$ cat src/rtl/energy_mode_scheduler.sv
// energy_mode_scheduler: picks the powertrain operating mode from pedal/brake requests.
// A fixed-priority request is applied at most once per dwell window, except for preempting
// requests (braking into regen, low battery forcing combustion).
// Optional feature macro: SOC_MODEL_EN -- when defined, an internal state-of-charge model
// drives soc/low_battery/regen_allowed; otherwise they follow the external battery_ok flag.
module energy_mode_scheduler #(
   parameter int unsigned MIN_DWELL  = 8,
   parameter int unsigned SOC_W      = 8,
   parameter int unsigned SOC_INIT   = 200,
   parameter int unsigned SOC_LOW    = 64,
   parameter int unsigned SOC_HYST   = 16,
   parameter int unsigned REGEN_STEP = 2
) (
   input  logic             clk,
   input  logic             reset,
   input  logic             p_idle,
   input  logic             p_demand_low,
   input  logic             p_demand_high,
   input  logic             is_braking,
   input  logic             battery_ok,
   output logic [2:0]       mode,
   output logic             mode_change,
   output logic             dwell_active,
   output logic             low_battery,
   output logic [SOC_W-1:0] soc
);

   localparam int unsigned DwellW = (MIN_DWELL > 1) ? $clog2(MIN_DWELL) : 1;
   localparam logic [DwellW-1:0] DwellLoad = DwellW'(MIN_DWELL - 1);
   localparam logic [SOC_W-1:0]  SocRst    = SOC_W'(SOC_INIT);
   localparam logic              LowRst    = (SOC_INIT <= SOC_LOW);

   typedef enum logic [2:0] {
      ModeIdle   = 3'b000,
      ModeElec   = 3'b001,
      ModeHybrid = 3'b010,
      ModeComb   = 3'b011,
      ModeRegen  = 3'b100
   } mode_e;

   mode_e             r_mode, w_mode_d, w_req;
   logic              r_mode_change, w_mode_change_d;
   logic [DwellW-1:0] r_dwell, w_dwell_d;
   logic              r_low, w_low_d;
   logic [SOC_W-1:0]  r_soc, w_soc_d;
   logic              w_regen_ok;
   logic              w_preempt;

   // Fixed-priority request arbitration; first match wins.
   always_comb begin
      w_req = ModeIdle;
      if (is_braking && w_regen_ok) begin
         w_req = ModeRegen;
      end else if (p_demand_high) begin
         w_req = r_low ? ModeComb : ModeHybrid;
      end else if (p_demand_low) begin
         w_req = r_low ? ModeComb : ModeElec;
      end else if (p_idle) begin
         w_req = ModeIdle;
      end
   end

   // Mode FSM next state: change when dwell expired or the request preempts.
   always_comb begin
      w_mode_d        = r_mode;
      w_mode_change_d = 1'b0;
      w_dwell_d       = (r_dwell != '0) ? r_dwell - 1'b1 : '0;
      w_preempt       = (w_req == ModeRegen) ||
                        (r_low && ((r_mode == ModeElec) || (r_mode == ModeHybrid)) &&
                         (w_req == ModeComb));
      if ((w_req != r_mode) && ((r_dwell == '0) || w_preempt)) begin
         w_mode_d        = w_req;
         w_mode_change_d = 1'b1;
         w_dwell_d       = DwellLoad;
      end
   end

`ifdef SOC_MODEL_EN
   logic [SOC_W:0] w_regen_sum;
   logic           w_unused_battery_ok;

   assign w_unused_battery_ok = battery_ok;

   // SoC model: charge in regen, drain in electric/hybrid, all saturating; hysteretic flag.
   always_comb begin
      w_soc_d     = r_soc;
      w_low_d     = r_low;
      w_regen_sum = {1'b0, r_soc} + (SOC_W + 1)'(REGEN_STEP);
      unique case (r_mode)
         ModeRegen:  w_soc_d = w_regen_sum[SOC_W] ? '1 : w_regen_sum[SOC_W-1:0];
         ModeElec:   w_soc_d = (r_soc >= SOC_W'(2)) ? r_soc - SOC_W'(2) : '0;
         ModeHybrid: w_soc_d = (r_soc != '0) ? r_soc - 1'b1 : '0;
         default:    w_soc_d = r_soc;
      endcase
      if (32'(w_soc_d) <= SOC_LOW) begin
         w_low_d = 1'b1;
      end else if (32'(w_soc_d) >= SOC_LOW + SOC_HYST) begin
         w_low_d = 1'b0;
      end
   end

   assign w_regen_ok = (r_soc != '1);
`else
   logic w_unused_cfg;

   assign w_unused_cfg = ^{REGEN_STEP, SOC_HYST};

   // Without the SoC model the battery state is just the registered external flag.
   always_comb begin
      w_soc_d = {SOC_W{battery_ok}};
      w_low_d = ~battery_ok;
   end

   assign w_regen_ok = 1'b1;
`endif

   // State register for mode, dwell and battery tracking.
   always_ff @(posedge clk or posedge reset) begin
      if (reset) begin
         r_mode        <= ModeIdle;
         r_mode_change <= 1'b0;
         r_dwell       <= '0;
         r_low         <= LowRst;
         r_soc         <= SocRst;
      end else begin
         r_mode        <= w_mode_d;
         r_mode_change <= w_mode_change_d;
         r_dwell       <= w_dwell_d;
         r_low         <= w_low_d;
         r_soc         <= w_soc_d;
      end
   end

   assign mode         = r_mode;
   assign mode_change  = r_mode_change;
   assign dwell_active = (r_dwell != '0);
   assign low_battery  = r_low;
   assign soc          = r_soc;

endmodule

$ cat config.mk
export PLATFORM = sky130hd
export DESIGN_NAME = energy_mode_scheduler
export DESIGN_NICKNAME = d
export VERILOG_FILES = /design/src/rtl/energy_mode_scheduler.sv
export SDC_FILE = /design/constraint.sdc
export NUM_CORES = 1
export LEC_CHECK = 0
export BUFFER_PORTS_ARGS = -buffer_cell sky130_fd_sc_hd__buf_2
export CAP_MARGIN = 20
export CORE_MARGIN = 3
export CORE_UTILIZATION = 40
export DETAILED_ROUTE_END_ITERATION = 10
export PLACE_DENSITY = 0.68
export RECOVER_POWER = 25
export SYNTH_ARGS = -nofsm -noshare
export SYNTH_HDL_FRONTEND = slang
export SYNTH_SLANG_ARGS = --single-unit
$ cat constraint.sdc
create_clock -name clk -period 2.2 [get_ports clk]
set_input_delay 0.22 -clock clk [delete_from_list [all_inputs] [get_ports clk]]
set_output_delay 0.22 -clock clk [all_outputs]
set_load 0.005 [all_outputs]
==> results of run 1 <==
sequential cells by signal (all words and copies together), names as in the netlist:
| signal | cells |
|---|---|
| r_dwell | 3 |
| low_battery | 1 |
| mode_change | 1 |
| mode | 3 |
| soc | 2 |
metal layers:
layer  routed length (microns)  track usage [%]  up-vias
li1                          -                -      211
met1                       434             13.7      201
met2                       462             18.6       12
met3                        39             2.58        5
met4                        36             9.32        0
met5                         0                0        -
power breakdown:
part / total [mW] / switching (mW) / internal, mW / leakage, nW
combinational: 0.109 / 0.0560 / 0.0526 / 0.204
clock: 0.166 / 0.0652 / 0.101 / 0.0210
sequential: 0.232 / 0.0193 / 0.213 / 0.113
stage by stage:
stage          cells  setup WS, ns  cell area [sq um]  util, %
2_1_floorplan     51         0.620                537        -
3_3_place_gp      78         0.510                604     50.9
3_5_place_dp      78         0.452                604     50.9
4_1_cts           83         0.434                651     54.9
5_1_grt           83         0.336                649     54.7
6_report          83         0.453                649     54.7
worst min-delay path by stage:
stage	from	endpoint	slack [ns]	cells past startpoint
2_1_floorplan	reset	low_battery	0.06	1
6_report	battery_ok	soc[3]	0.06	1
5_1_grt	battery_ok	soc[3]	0.06	1
4_1_cts	battery_ok	soc[3]	0.06	1
3_3_place_gp	reset	mode_change	0.21	2
3_5_place_dp	reset	mode_change	0.22	2
worst max-delay path, delay by kind of cell, from the launching register on:
family | cells | cell delay [ns]
AOI/OAI and AO/OA | 2 | 0.58
and+or+nand+nor | 1 | 0.49
DFF | 1 | 0.41
muxes | 1 | 0.11
synthesized netlist by cell type, drive strengths merged (2+ instances only):
cell type,count,area (sq um)
dfrtp,9,225
nand2,2,7.51
inv,8,30.0
ha,2,25.0
o21ai,3,15.0
buf,6,45.0
nor3,3,15.0
a311oi,2,23.8
timing repair:
item | CTS | global route
hold buffers | 1 | 0
gates resized for setup | 0 | 0
endpoints found under the hold margin | 9 | 0
logic make-up after synthesis:
| family | share of synthesized area, % |
|---|---|
| AO/OA/AOI/OAI | 20.3 |
| XOR/XNOR | 1.63 |
| adder cells (fa/ha/maj) | 4.66 |
| buffers and inverters | 14.0 |
| flip-flops | 46.9 |
| multiplexers | 1.86 |
| AND/OR/NAND/NOR | 10.7 |
final cells by class:
cell class / instances / area [sq um]
Tap cell: 14 / 17.5
Inverter: 8 / 30.0
Sequential cell: 10 / 251
Multi-Input combinational cell: 27 / 210
Timing Repair Buffer: 20 / 104
Clock buffer: 4 / 36.3
Fill cell: 105 / 537
cells in the final DEF (no fill, tap or decap), types with 2 or more instances in the layout:
| cell type | count |
|---|---|
| dfrtp_1 | 9 |
| o21ai_0 | 3 |
| nor3_1 | 3 |
| ha_1 | 2 |
| inv_1 | 8 |
| buf_2 | 18 |
| clkbuf_4 | 3 |
| nand2_1 | 2 |
==> flow_summary.json, run 1 <==
{
  "numCtsBuffers": 3,
  "initial_core_util_pct": 45.3,
  "path_cells": "mux2i_1, or4b_1, a311oi_2, o221ai_2",
  "synthCells": 51,
  "wl_per_cell_microns": 11.7,
  "r2r-end": "r_dwell[1]",
  "dieArea_sq_mm": 0.00182,
  "place.port_buffers": 19,
  "async_reset_ff_share_pct": 100,
  "diodes": 0,
  "viasPerCell": 5.17,
  "die_y_microns": 42.6,
  "cts_buffer_depth": 2,
  "ir_drop_uv": 318,
  "slowest_delay_ns": 0.49,
  "core_sq_mm": 0.00119,
  "clock_sinks": 10,
  "grt_max_degree": 11,
  "synth_top_flop_cell": "dfrtp_1",
  "start_kind": "flip-flop",
  "period_needed_ns": 1.75,
  "hp-class": "in2reg",
  "antenna_left": 0,
  "num_rows": 12,
  "syn-num-nets": 60,
  "holdWs_ns": 0.0612,
  "max-slew-margin-rel_pct": 59.9,
  "synth_edf_count": 0,
  "crit_start": "low_battery",
  "power_mw": 0.507,
  "status": "complete, no violations",
  "drt_pass1_iterations": 4,
  "hold_viol_final": 0,
  "clkTransAtPathRegs_ns": 0.07,
  "crit_path_end_kind": "flip-flop",
  "ios": 21,
  "syn-cell-area_sq_um": 537,
  "cp_data_required_time_ns": 2.33,
  "r2r_setup_slack_ns": 0.45,
  "die_x_microns": 42.6,
  "via_count": 429,
  "maxCapViolations": 0,
  "cellLeakagePower_nw": 0.338,
  "gr-total-overflow": 0,
  "synth_seq_area_share_pct": 46.9,
  "final_nets": 79,
  "syn_avg_cell_area_sq_um": 10.5,
  "r2r_start": "low_battery",
  "place.gp.congestion": 0.739,
  "crit_fanout": 6,
  "p_per_area_mw_per_mm2": 780,
  "grt_pass1_wl_microns": 1600,
  "crit_type": "reg2reg",
  "clkLatencyLatePin_ns": 0.27,
  "ys_warn_count": 0,
  "worstRegToRegCells": 4,
  "skew_ns": 0.00704,
  "synthToLayoutAreaGrowth_pct": 21.0,
  "cts_tree": "yes",
  "htreeDepth": 1,
  "antenna_found_initial": 0,
  "crit_path_end": "r_dwell[1]",
  "clk_root_buffer_cell": "clkbuf_4",
  "fmax_mhz": 573,
  "grt_usage_pct": 11.9,
  "post_cts_buffers": 0,
  "slew_violations": 0,
  "dr.first_iter.drc_count": 7,
  "cpMaxStageDelayCell": "or4b_1",
  "finalSetupViolCount": 0,
  "drcViolationCount": 0,
  "wirelength_microns": 973,
  "worst_pin_slew_ns": 0.597,
  "period_share_pct": 79.4,
  "place.detailed.hpwl_microns": 764,
  "rsz0062_at_grt": "no",
  "tns_ns": 0,
  "synth_cell_types": 25,
  "cp.arrival_ns": 1.87,
  "drive_above_1_share_pct": 39.1,
  "grt_pass1_vias": 394,
  "ys_ff_latch": 10
}
No activity file was read; power rests on OpenSTA's default activity.
==> run 2, diff against run 1 <==
clock period = 1.61 ns   (was 2.2 ns; I/O delays follow)
==> run 2 against run 1 <==
  * Worst hold slack got worse by 0.052 ns
  * Clock power increased by 36%
  * Global-route usage increased by 2.1 points
  * Utilization increased by 6.1 points
  * Sequential power increased by 35%
  * Design area increased by 11%
  * Non-clock buffer count increased by 8
  * Critical path type is now reg2out
==> flow_summary.json, run 2 (synthesized netlist as in run 1, its figures left out) <==
{
  "layoutNonFillerInstCount": 91,
  "ir_drop_uv": 743,
  "final_nets": 87,
  "worst_pin_slew_ns": 0.377,
  "rsz0062_at_grt": "no",
  "place.detailed.hpwl_microns": 851,
  "power_mw": 0.730,
  "start_kind": "flip-flop",
  "crit_path_end_kind": "primary output",
  "drive_above_1_share_pct": 48.1,
  "dp_cells": 86,
  "cpMaxStageDelayCell": "dfrtp_1",
  "initial_core_util_pct": 45.3,
  "dr.first_iter.drc_count": 10,
  "max-slew-margin-rel_pct": 74.9,
  "dieArea_sq_mm": 0.00182,
  "drcViolationCount": 0,
  "viasPerCell": 5.02,
  "htreeDepth": 1,
  "critPathBufInv": 3,
  "crit_fanout": 7,
  "fmax_mhz": 655,
  "path_cells": "or2_2, inv_2, ha_4, inv_1, buf_2",
  "num_rows": 12,
  "hp-class": "in2reg",
  "antenna_found_initial": 0,
  "crit_type": "reg2out",
  "period_needed_ns": 1.53,
  "diodes": 0,
  "layout_commonest_cell": "buf_2",
  "p_per_area_mw_per_mm2": 1010,
  "clock_sinks": 10,
  "numCtsBuffers": 3,
  "wl_per_cell_microns": 12.0,
  "layout_common_cells": "buf_2, dfrtp_1, buf_4",
  "worstHoldStart": "battery_ok",
  "finalSetupViolCount": 0,
  "via_count": 457,
  "hold_viol_final": 0,
  "place.port_buffers": 19,
  "grt_pass1_wl_microns": 1900,
  "grt_usage_pct": 14.0,
  "core_sq_mm": 0.00119,
  "critPathTopFamily": "flip-flops",
  "die_y_microns": 42.6,
  "slowest_delay_ns": 0.37,
  "cp_data_required_time_ns": 1.45,
  "clkTransAtPathRegs_ns": 0.07,
  "grt_pass1_vias": 434,
  "antenna_left": 0,
  "place.gp.congestion": 0.759,
  "r2r_start": "low_battery",
  "grt_max_degree": 11,
  "ios": 21,
  "die_x_microns": 42.6,
  "clk_root_buffer_cell": "clkbuf_4",
  "crit_start": "r_dwell[1]",
  "cellLeakagePower_nw": 0.373,
  "cts_buffer_depth": 2,
  "period_share_pct": 94.8,
  "nFillCells": 117,
  "skew_ns": 0.00335,
  "wirelength_microns": 1090,
  "drt_pass1_iterations": 4,
  "synthToLayoutAreaGrowth_pct": 34.5,
  "cp.arrival_ns": 1.37,
  "cts_tree": "yes",
  "tns_ns": 0,
  "gr-total-overflow": 0,
  "clkLatencyLatePin_ns": 0.26,
  "slew_violations": 0,
  "maxCapViolations": 0,
  "holdWs_ns": 0.00901,
  "status": "complete, no violations"
}
==> run 2: final timing paths <==
kind                       slack [ns]  depth (start not counted)            to
setup reg to reg                 0.09                          5    r_dwell[1]
setup / recovery                 0.08                          5  dwell_active
min in group asynchronous        0.41                          3   mode_change
hold reg to reg                  0.49                          2    r_dwell[1]
max in group asynchronous        0.89                          3        soc[3]
hold / removal                  0.009                          1        soc[3]
==> run 2: per-layer routing <==
metal,track usage (%),up-vias,share of wire [%],wire (microns)
met3,4.29,4,4.7,51
met4,5.59,0,1.7,19
met1,17.2,218,42,461
met2,22.5,11,51,561
li1,-,224,-,-
met5,0,-,0,0
==> run 2: repair_timing <==
action                                 CTS  global route
buffers inserted                         0             0
hold buffers                             1             0
endpoints found under the hold margin    9             0
setup endpoints to repair                1             3
pin swaps                                0             1
resized for setup                        2             1
==> run 2: layout make-up <==
class | count | area (sq um) | share of cell area, %
Timing Repair Buffer | 28 | 164 | 22.7
Inverter | 8 | 30.0 | 4.16
Tap cell | 14 | 17.5 | 2.43
Multi-Input combinational cell | 27 | 223 | 30.8
Clock buffer | 4 | 36.3 | 5.03
Sequential cell | 10 | 251 | 34.8
==> run 2: through the flow <==
stage	instance area, sq um	utilization, %	worst slack, ns
floorplan	537	-	0.0300
global placement	664	56.0	0.0865
detailed placement	664	56.0	0.0723
CTS	723	61.0	0.0248
global route	722	60.9	0.00408
finish	722	60.9	0.0836
==> run 2: report_power, final <==
part	switching, mW	leakage (nW)	total (mW)	internal (mW)
clock network	0.0876	0.0210	0.225	0.137
logic	0.0970	0.238	0.192	0.0946
registers	0.0221	0.113	0.313	0.291
total	0.207	0.373	0.730	0.523
==> run 3, diff against run 2 <==
BUFFER_PORTS_ARGS = not set   (was -buffer_cell sky130_fd_sc_hd__buf_2)
DONT_BUFFER_PORTS = 1   (was not set)
PLACE_DENSITY = not set   (was 0.68)
==> run 3 against run 2 <==
  * Sequential cell count is the same
  * Sequential power up 2%
  * First-iteration DRC count decreased by 70%
  * Total power fell by 5.4%
  * Global-route usage down 0.88 points
  * Critical path depth fell by 2
  * Final cell count is 23% lower
  * Worst setup slack worse by 0.071 ns
  * Count of clock-buffer cells in the layout unchanged
  * Design area fell by 14%
  * Sequential share of layout area grew 5.4 points
==> flow_summary.json, run 3 (synthesized netlist as in run 1, its figures left out) <==
{
  "switching_share_pct": 27.4,
  "die_y_microns": 42.6,
  "viasPerCell": 5.84,
  "layout_commonest_cell": "dfrtp_1",
  "diodes": 0,
  "multiInputGateArea_sq_um": 231,
  "wl_per_cell_microns": 15.4,
  "dieArea_sq_mm": 0.00182,
  "top_layer_used": "met4",
  "gr-total-overflow": 0,
  "final_core_util_pct": 52.6,
  "drt_pass1_iterations": 4,
  "final_nets": 66,
  "place.gp.congestion": 0.916,
  "grt_max_degree": 11,
  "slew_violations": 0,
  "path_cells": "or4b_4, a311oi_4, o221ai_2",
  "period_share_pct": 99.2,
  "maxCapViolations": 0,
  "status": "complete, no violations",
  "crit_fanout": 4,
  "worst_pin_slew_ns": 0.362,
  "numCtsBuffers": 3,
  "dp_slack_ns": -0.0387,
  "power.internal_mw": 0.501,
  "hp-class": "in2reg",
  "drive_above_1_share_pct": 30.4,
  "nFillCells": 105,
  "dr.first_iter.drc_count": 3,
  "grt_pass1_wl_microns": 1770,
  "dr_wl_met2_microns": 546,
  "crit_type": "reg2reg",
  "antenna_left": 0,
  "cts_buffer_depth": 2,
  "grt_usage_pct": 13.1,
  "regArea_sq_um": 251,
  "layout_common_cells": "dfrtp_1, inv_1, buf_4",
  "pwr-share-seq_pct": 46.2,
  "skew_ns": 0.00273,
  "final.setup.worst_slack_ns": 0.0124,
  "start_kind": "flip-flop",
  "tns_ns": 0,
  "antenna_found_initial": 0,
  "clk_root_buffer_cell": "clkbuf_4",
  "hold_viol_final": 0,
  "grt_pass1_vias": 415,
  "cp_data_required_time_ns": 1.75,
  "p_switching_mw": 0.189,
  "synthToLayoutAreaGrowth_pct": 16.3,
  "finalSetupViolCount": 0,
  "wirelength_microns": 1080,
  "htreeDepth": 1,
  "via_count": 409,
  "die_x_microns": 42.6,
  "crit_path_end_kind": "flip-flop",
  "core_sq_mm": 0.00119,
  "cellLeakagePower_nw": 0.293,
  "place.port_buffers": 0,
  "slowest_delay_ns": 0.56,
  "initial_core_util_pct": 45.3,
  "design_area_sq_um": 624,
  "dr_wl_met3_microns": 97,
  "cpMaxStageDelayCell": "or4b_4",
  "fmax_mhz": 626,
  "p_clk_share_pct": 32.0,
  "cts_tree": "yes",
  "placed_area_sq_um": 547,
  "place.detailed.hpwl_microns": 824,
  "cp.arrival_ns": 1.74,
  "clkLatencyLatePin_ns": 0.26,
  "max-slew-margin-rel_pct": 75.8,
  "ios": 21,
  "clock_sinks": 10,
  "rsz0062_at_grt": "yes",
  "p_per_area_mw_per_mm2": 1110,
  "p_comb_share_pct": 21.8,
  "ir_drop_uv": 645,
  "num_rows": 12,
  "period_needed_ns": 1.60,
  "drcViolationCount": 0,
  "clkTransAtPathRegs_ns": 0.06,
  "wl_met1_microns": 409
}
-- run 3: area by class of cell --
| type | count | area share, % |
|---|---|---|
| Tap cell | 14 | 2.81 |
| Inverter | 8 | 4.81 |
| Sequential cell | 10 | 40.3 |
| Timing Repair Buffer | 7 | 9.22 |
| Multi-Input combinational cell | 27 | 37.1 |
| Clock buffer | 4 | 5.81 |
-- run 3: through the flow --
step                      hold slack, ns  std cells  power [mW]
after floorplan                 0.000463         51       0.427
after global placement            0.0335         64       0.450
after detailed placement          0.0426         64       0.459
after CTS                         0.0551         70       0.693
after global routing              0.0833         70       0.729
final                             0.0550         70       0.690
-- run 3: power by group through the flow --
stage | sequential [mW] | combinational [mW] | clock, mW
2_1_floorplan | 0.320 | 0.107 | 0
5_1_grt | 0.324 | 0.167 | 0.239
6_report | 0.319 | 0.150 | 0.221
3_3_place_gp | 0.321 | 0.128 | 0
3_5_place_dp | 0.324 | 0.135 | 0
4_1_cts | 0.319 | 0.148 | 0.226
-- run 3: final timing paths --
check                      startpoint          to  slack (ns)  cells past startpoint
max reg2reg                   mode[2]  r_dwell[1]        0.01                      3
min reg2reg                r_dwell[0]  r_dwell[0]        0.49                      1
min in group asynchronous       reset  r_dwell[0]        0.30                      2
min                        is_braking     mode[2]        0.06                      2
max                           mode[2]  r_dwell[1]        0.01                      3
max in group asynchronous       reset      soc[3]        1.00                      2
-- run 3: per-layer routing --
metal | up-vias | track usage, %
li1 | 182 | -
met1 | 203 | 15.6
met2 | 20 | 19.8
met3 | 4 | 3.00
met4 | 0 | 10.6
met5 | - | 0
-- run 3: what timing repair did --
| action | in CTS | in global routing |
|---|---|---|
| resized for setup | 1 | 3 |
| endpoints found under the setup margin | 3 | 6 |
| cloned | 0 | 0 |
| endpoints found under the hold margin | 12 | 0 |
| pin swaps | 1 | 3 |
| hold buffers | 2 | 0 |
| buffers inserted | 0 | 0 |
-- run 3: worst max-delay path, delay by kind of cell, from the launching register on --
| kind | cells | cell delay (ns) |
|---|---|---|
| AND/OR/NAND/NOR | 1 | 0.56 |
| AO/OA/AOI/OAI | 2 | 0.51 |
| flip-flops | 1 | 0.41 |
